--- src/rtl/demux_r0.sv ---
// demux_r0: registered one-to-many demultiplexer with valid/ready handshakes.
// Ports: clk, rst_n (sync, active-low); inValid/inReady/dataIn/sel in;
//   outValid/outReady/dataOut (packed, BIT_WIDTH per channel) out; selErr sticky.

package demux_r0_pkg;

    // Ceiling log2, at least 1 bit.
    function automatic int sel_bits(input int n);
        int w;
        w = 1;
        for (int i = 1; i < 31; i++) begin
            if ((1 << i) < n) w = i + 1;
        end
        return w;
    endfunction

endpackage

module demux_r0
    import demux_r0_pkg::*;
#(
    parameter int BIT_WIDTH = 4,
    parameter int DEPTH     = 2,
    parameter int SEL_WIDTH = sel_bits(DEPTH)
) (
    input  logic                       clk,
    input  logic                       rst_n,
    input  logic                       inValid,
    output logic                       inReady,
    input  logic [BIT_WIDTH-1:0]       dataIn,
    input  logic [SEL_WIDTH-1:0]       sel,
    output logic [DEPTH-1:0]           outValid,
    input  logic [DEPTH-1:0]           outReady,
    output logic [BIT_WIDTH*DEPTH-1:0] dataOut,
    output logic                       selErr
);

    logic [DEPTH-1:0]           v;
    logic [BIT_WIDTH*DEPTH-1:0] dq;
    logic                       err;
    logic [DEPTH-1:0]           hit;
    logic                       in_range;
    logic                       accept;

    // One-hot channel decode; an out-of-range sel matches nothing,
    // so no per-channel array is ever indexed past DEPTH-1.
    always_comb begin
        hit = '0;
        for (int i = 0; i < DEPTH; i++) begin
            hit[i] = (sel == SEL_WIDTH'(i));
        end
    end

    assign in_range = |hit;

    // Combinational from outReady: a full channel being drained this
    // cycle can take a new word in the same cycle.
    assign inReady = !in_range || |(hit & (~v | outReady));
    assign accept  = inValid && inReady;

    always_ff @(posedge clk) begin
        if (!rst_n) begin
            v   <= '0;
            dq  <= '0;
            err <= 1'b0;
        end else begin
            for (int i = 0; i < DEPTH; i++) begin
                if (accept && hit[i]) begin
                    dq[i*BIT_WIDTH +: BIT_WIDTH] <= dataIn;
                    v[i]                         <= 1'b1;
                end else if (v[i] && outReady[i]) begin
                    v[i] <= 1'b0;
                end
            end
            // Out-of-range words are consumed and dropped.
            if (accept && !in_range) err <= 1'b1;
        end
    end

    assign outValid = v;
    assign dataOut  = dq;
    assign selErr   = err;

endmodule
--- config.mk ---
export PLATFORM = sky130hd
export DESIGN_NAME = demux_r0
export DESIGN_NICKNAME = d
export VERILOG_FILES = /design/src/rtl/demux_r0.sv
export SDC_FILE = /design/constraint.sdc
export NUM_CORES = 1
export LEC_CHECK = 0
export BUFFER_PORTS_ARGS = -buffer_cell sky130_fd_sc_hd__buf_2
export CORE_UTILIZATION = 30
export DETAILED_ROUTE_END_ITERATION = 7
export GPL_TIMING_DRIVEN = 1
export SKIP_CTS_REPAIR_TIMING = 1
export SYNTH_ARGS = -nofsm -noshare
export SYNTH_HDL_FRONTEND = slang
export SYNTH_SLANG_ARGS = --single-unit
--- constraint.sdc ---
create_clock -name clk -period 2 [get_ports clk]
set_input_delay 0 -clock clk [delete_from_list [all_inputs] [get_ports clk]]
set_output_delay 0 -clock clk [all_outputs]
set_load 0.02 [all_outputs]
# Word-level counts from Yosys, hierarchy flattened
# Cells that the tools add are included.
[totals] reg_bits=10 input_bits=10 output_inout_bits=12 elab_cells=20
[classes] n_mux=4 bitwise_logic=4 n_reduce_logical=8
[op_table] op="$logic_and A1 B1 Y1" count=5
[op_table] op="$mux W1" count=4
[op_table] op="$reduce_bool A2 Y1" count=2
[op_table] op="$and A2 B2 Y2" count=1
[op_table] op="$not A2 Y2" count=1
[op_table] op="$or A2 B2 Y2" count=1
[op_table] op="$reduce_or A2 Y1" count=1
[op_table] op="$not A1 Y1" count=1

# Longest topological paths before layout
[logic_depth] word_depth=7 mapped_depth=3 ltp_nobuf=3

# Worst setup path after synthesis
# OpenSTA, ideal clock, no wires.
[synth_timing] kind="register to register" start="register v[0] (netlist: outValid[0])" end="register dq[0] (netlist: dataOut[0])" setup_ps=72 arrival_ps=997 required_time_ps=1928 setup_slack_ps=931 path_stages_with_launch=4 n_path_buf=0 period_less_slack_ps=1069 cell_sequence="dfxtp_1 nor2b_4 nor3b_4 mux2i_1"
[synth_via] elab_chain_len=6
[synth_rtl] item="start, declared" line_no="38" rtl="logic [DEPTH-1:0] v;"
[synth_rtl] item="start signal, assigned" line_no="63" rtl="v <= '0;"
[synth_rtl] item="start signal, assigned by index" line_no="70" rtl="v[i] <= 1'b1;"
[synth_rtl] item="start signal, assigned by index" line_no="72" rtl="v[i] <= 1'b0;"
[synth_rtl] item="$not A2 Y2" line_no="58" rtl="assign inReady = !in_range || |(hit & (~v | outReady));"
[synth_rtl] item="$or A2 B2 Y2" line_no="58"
[synth_rtl] item="$and A2 B2 Y2" line_no="58"
[synth_rtl] item="$reduce_or A2 Y1" line_no="58"
[synth_rtl] item="$logic_and A1 B1 Y1" line_no="59" rtl="assign accept = inValid && inReady;"
[synth_rtl] item="$logic_and A1 B1 Y1" line_no="68" rtl="if (accept && hit[i]) begin"
[synth_rtl] item="end signal, assigned by index" line_no="69" rtl="dq[i*BIT_WIDTH +: BIT_WIDTH] <= dataIn;"
[synth_rtl] item="end, declared" line_no="39" rtl="logic [BIT_WIDTH*DEPTH-1:0] dq;"
# Every way passes these cells.
# A chain may end at the register's enable or synchronous reset.

# Worst setup path in the final report
[layout_timing] start="register v[1] (netlist: outValid[1])" end="output inReady"
[layout_via] elab_chain_len=4
[layout_rtl] item="$not A2 Y2" line_no="58"
[layout_rtl] item="$or A2 B2 Y2" line_no="58"
[layout_rtl] item="$and A2 B2 Y2" line_no="58"
[layout_rtl] item="$reduce_or A2 Y1" line_no="58"
[layout_rtl] item="end, declared" line_no="29" rtl="output logic inReady,"
# Every way passes these cells.

==> metrics.txt <==
largest family of logic cells by synthesized area=simple AND/OR/NAND/NOR gates; Antenna Cells=0; CP Data Required Time=about 2000 ps; hold_sp=dataIn[0]; CP endpoint=inReady; DR vias=335; FF-to-FF Start=outValid[0]; post-synthesis sequential area ratio=0.475; total CTS buffers=3; Pwr Total=0.462 mW; routability congestion estimate=0.618; Cells after Synth=just over 40; Layout Nets=74; post-synthesis adder-cell area fraction=0; Core ar.=1300 um2; WL/cell=~9.6 um; crit-path max cell delay=approximately 300 ps; Syn Std Cell Area=between 400 and 500 um2; hold crit path type=in -> reg; fin. max-slew vios=0; compound-gate portion of the synthesized area=0.0356; Yosys cell types=11; crit-path cells=and2b_1 > mux2i_1 > buf_2; VDD IR max=about 0.39 mV; Setup TNS Final=0 ps; Die Span Y=about 39 um; WHS Path Cells=3; FF-to-FF End=dataOut[1]; clock transition at the registers of the reported paths=around 70 ps; pin count of the biggest net entering global routing=15; gr usage total=0.112; critical path endpoint category=output pin; flops & latches, synth=10; vias in the first global route=about 270; MaxCap Viol Count=0; simple-gate area share of the yosys netlist=0.237; Syn. warnings=0; Slowest cell on crit path=dfxtp_1; post-layout util=0.434; crit path DAT=~1100 ps; cell taking the most area after synthesis=dfxtp_1; P_leak=between 0.2 and 0.3 nW; fmax=between 900 and 1000 MHz; met1 GRT Util=0.147; first-pass GRT wire length=approximately 1.1 mm; grt met3 use=0.0511; critical path peak fanout=3; Yosys top cell area share=0.475; ranking of synthesized cells by area=dfxtp_1 47%, mux2i_1 21%, nand2_1 12%; CTS sink count=10; Initial Util=0.324; antenna violations before repair=0; CP Class=reg -> out; crit share post-route=0.536; H-tree depth=1; total gr overflow=0; drt drc=0; final antenna-violating net count=0; RSZ-0062 raised after global routing=false; row cnt=13; Fin Clk Skew=~5.4 ps; I/O Pins=22; Die ar.=approximately 1600 um2; final hold vios=0; CP startpoint=outValid[1]; XOR/XNOR share of the synthesized area=0; CTS tree=built; Die Width=around 39 um; busiest layer in global routing=met1; initial DRC count=1; Post-Layout Cell Count=slightly below 80; final wirelength=748 um; cell total after placement=74; Global Route met2 Usage=0.127; Avg Inst Size Synth=between 10 and 15 um2; Root Buffer=clkbuf_4; status=finished clean; final setup fails=0; commonest non-fill, non-tap cell in the layout=buf_2; later-pin clock latency in the skew report=between 200 and 300 ps; synth-to-layout area growth=33.8%; Worst R2R Setup Slack=960 ps; post-detail-place hpwl=approximately 560 um; drt via density=roughly 4.3; nature of the critical path startpoint=flop; worst setup margin=927 ps; Post-Synthesis Net Count=between 50 and 60; pre-CTS WS=between 900 and 1000 ps; pwr dens=819 nW/um2; most frequent cells in the layout=20 x buf_2, 13 x nand2_1, 10 x dfxtp_1; # port buffers=20; share of cells above drive strength 1=0.429; post-synthesis mux area share=0.214; CTS Buffer Depth=2; Reg2Reg Depth=3; fin crit period=1070 ps; TritonRoute pass-1 iters=2
-- logic make-up (layout without fill, tap and decap cells) --
family	after synthesis	in the layout
compound gates	2	2
buf+inv	2	24
flops	10	10
mux	9	9
other cells	1	1
simple gates	17	17
-- how the worst min path moves through the flow --
stage                     slack (ps)    endpoint
after floorplan                  150     inReady
after global placement           280  dataOut[0]
after detailed placement         290  dataOut[4]
after CTS                        0.5  dataOut[2]
after global routing               3  dataOut[2]
final                              3  dataOut[0]
-- layer usage --
| layer | wire length, um | up-vias |
|---|---|---|
| met5 | 0 | - |
| met4 | 12 | 0 |
| met3 | 60 | 2 |
| met2 | 327 | 12 |
| met1 | 347 | 146 |
| li1 | - | 175 |
-- where the power goes --
part	switching, mW	internal (mW)
Clock	0.0693	0.110
Sequential	0.00465	0.210
Combinational	0.0397	0.0283
Total	0.114	0.349
-- area by class of cell --
cell class,count,area (um2)
Clock buffer,4,36.3
Multi-Input combinational cell,29,209
Timing Repair Buffer,20,100
Sequential cell,10,200
Fill cell,139,737
Tap cell,15,18.8
-- cell usage after synthesis --
cell / count
nor3b_4: 1
mux2i_1: 9
nand2_1: 13
and2b_1: 1
o21a_1: 2
dfxtp_1: 10
nor2b_4: 1
conb_1: 1
buf_4: 1
buf_2: 1
nor2_4: 1
-- critical path: cells and delay by family (launching register included) --
family / cells / cell delay [ps]
flip-flops: 1 / 300
AND/OR/NAND/NOR: 1 / 190
buffers and inverters: 1 / 180
multiplexers: 1 / 140
-- stage by stage --
step,instance area (um2),hold WS [ps]
global placement,528,284
global route,564,3.17
floorplan,422,151
detailed placement,528,286
CTS,564,0.523
finish,564,2.57
-- state kept, by name, indices dropped and copies added (netlist names) --
register	count
outValid	2
dataOut	8
Note: power is estimated with default switching activity, not from simulation.
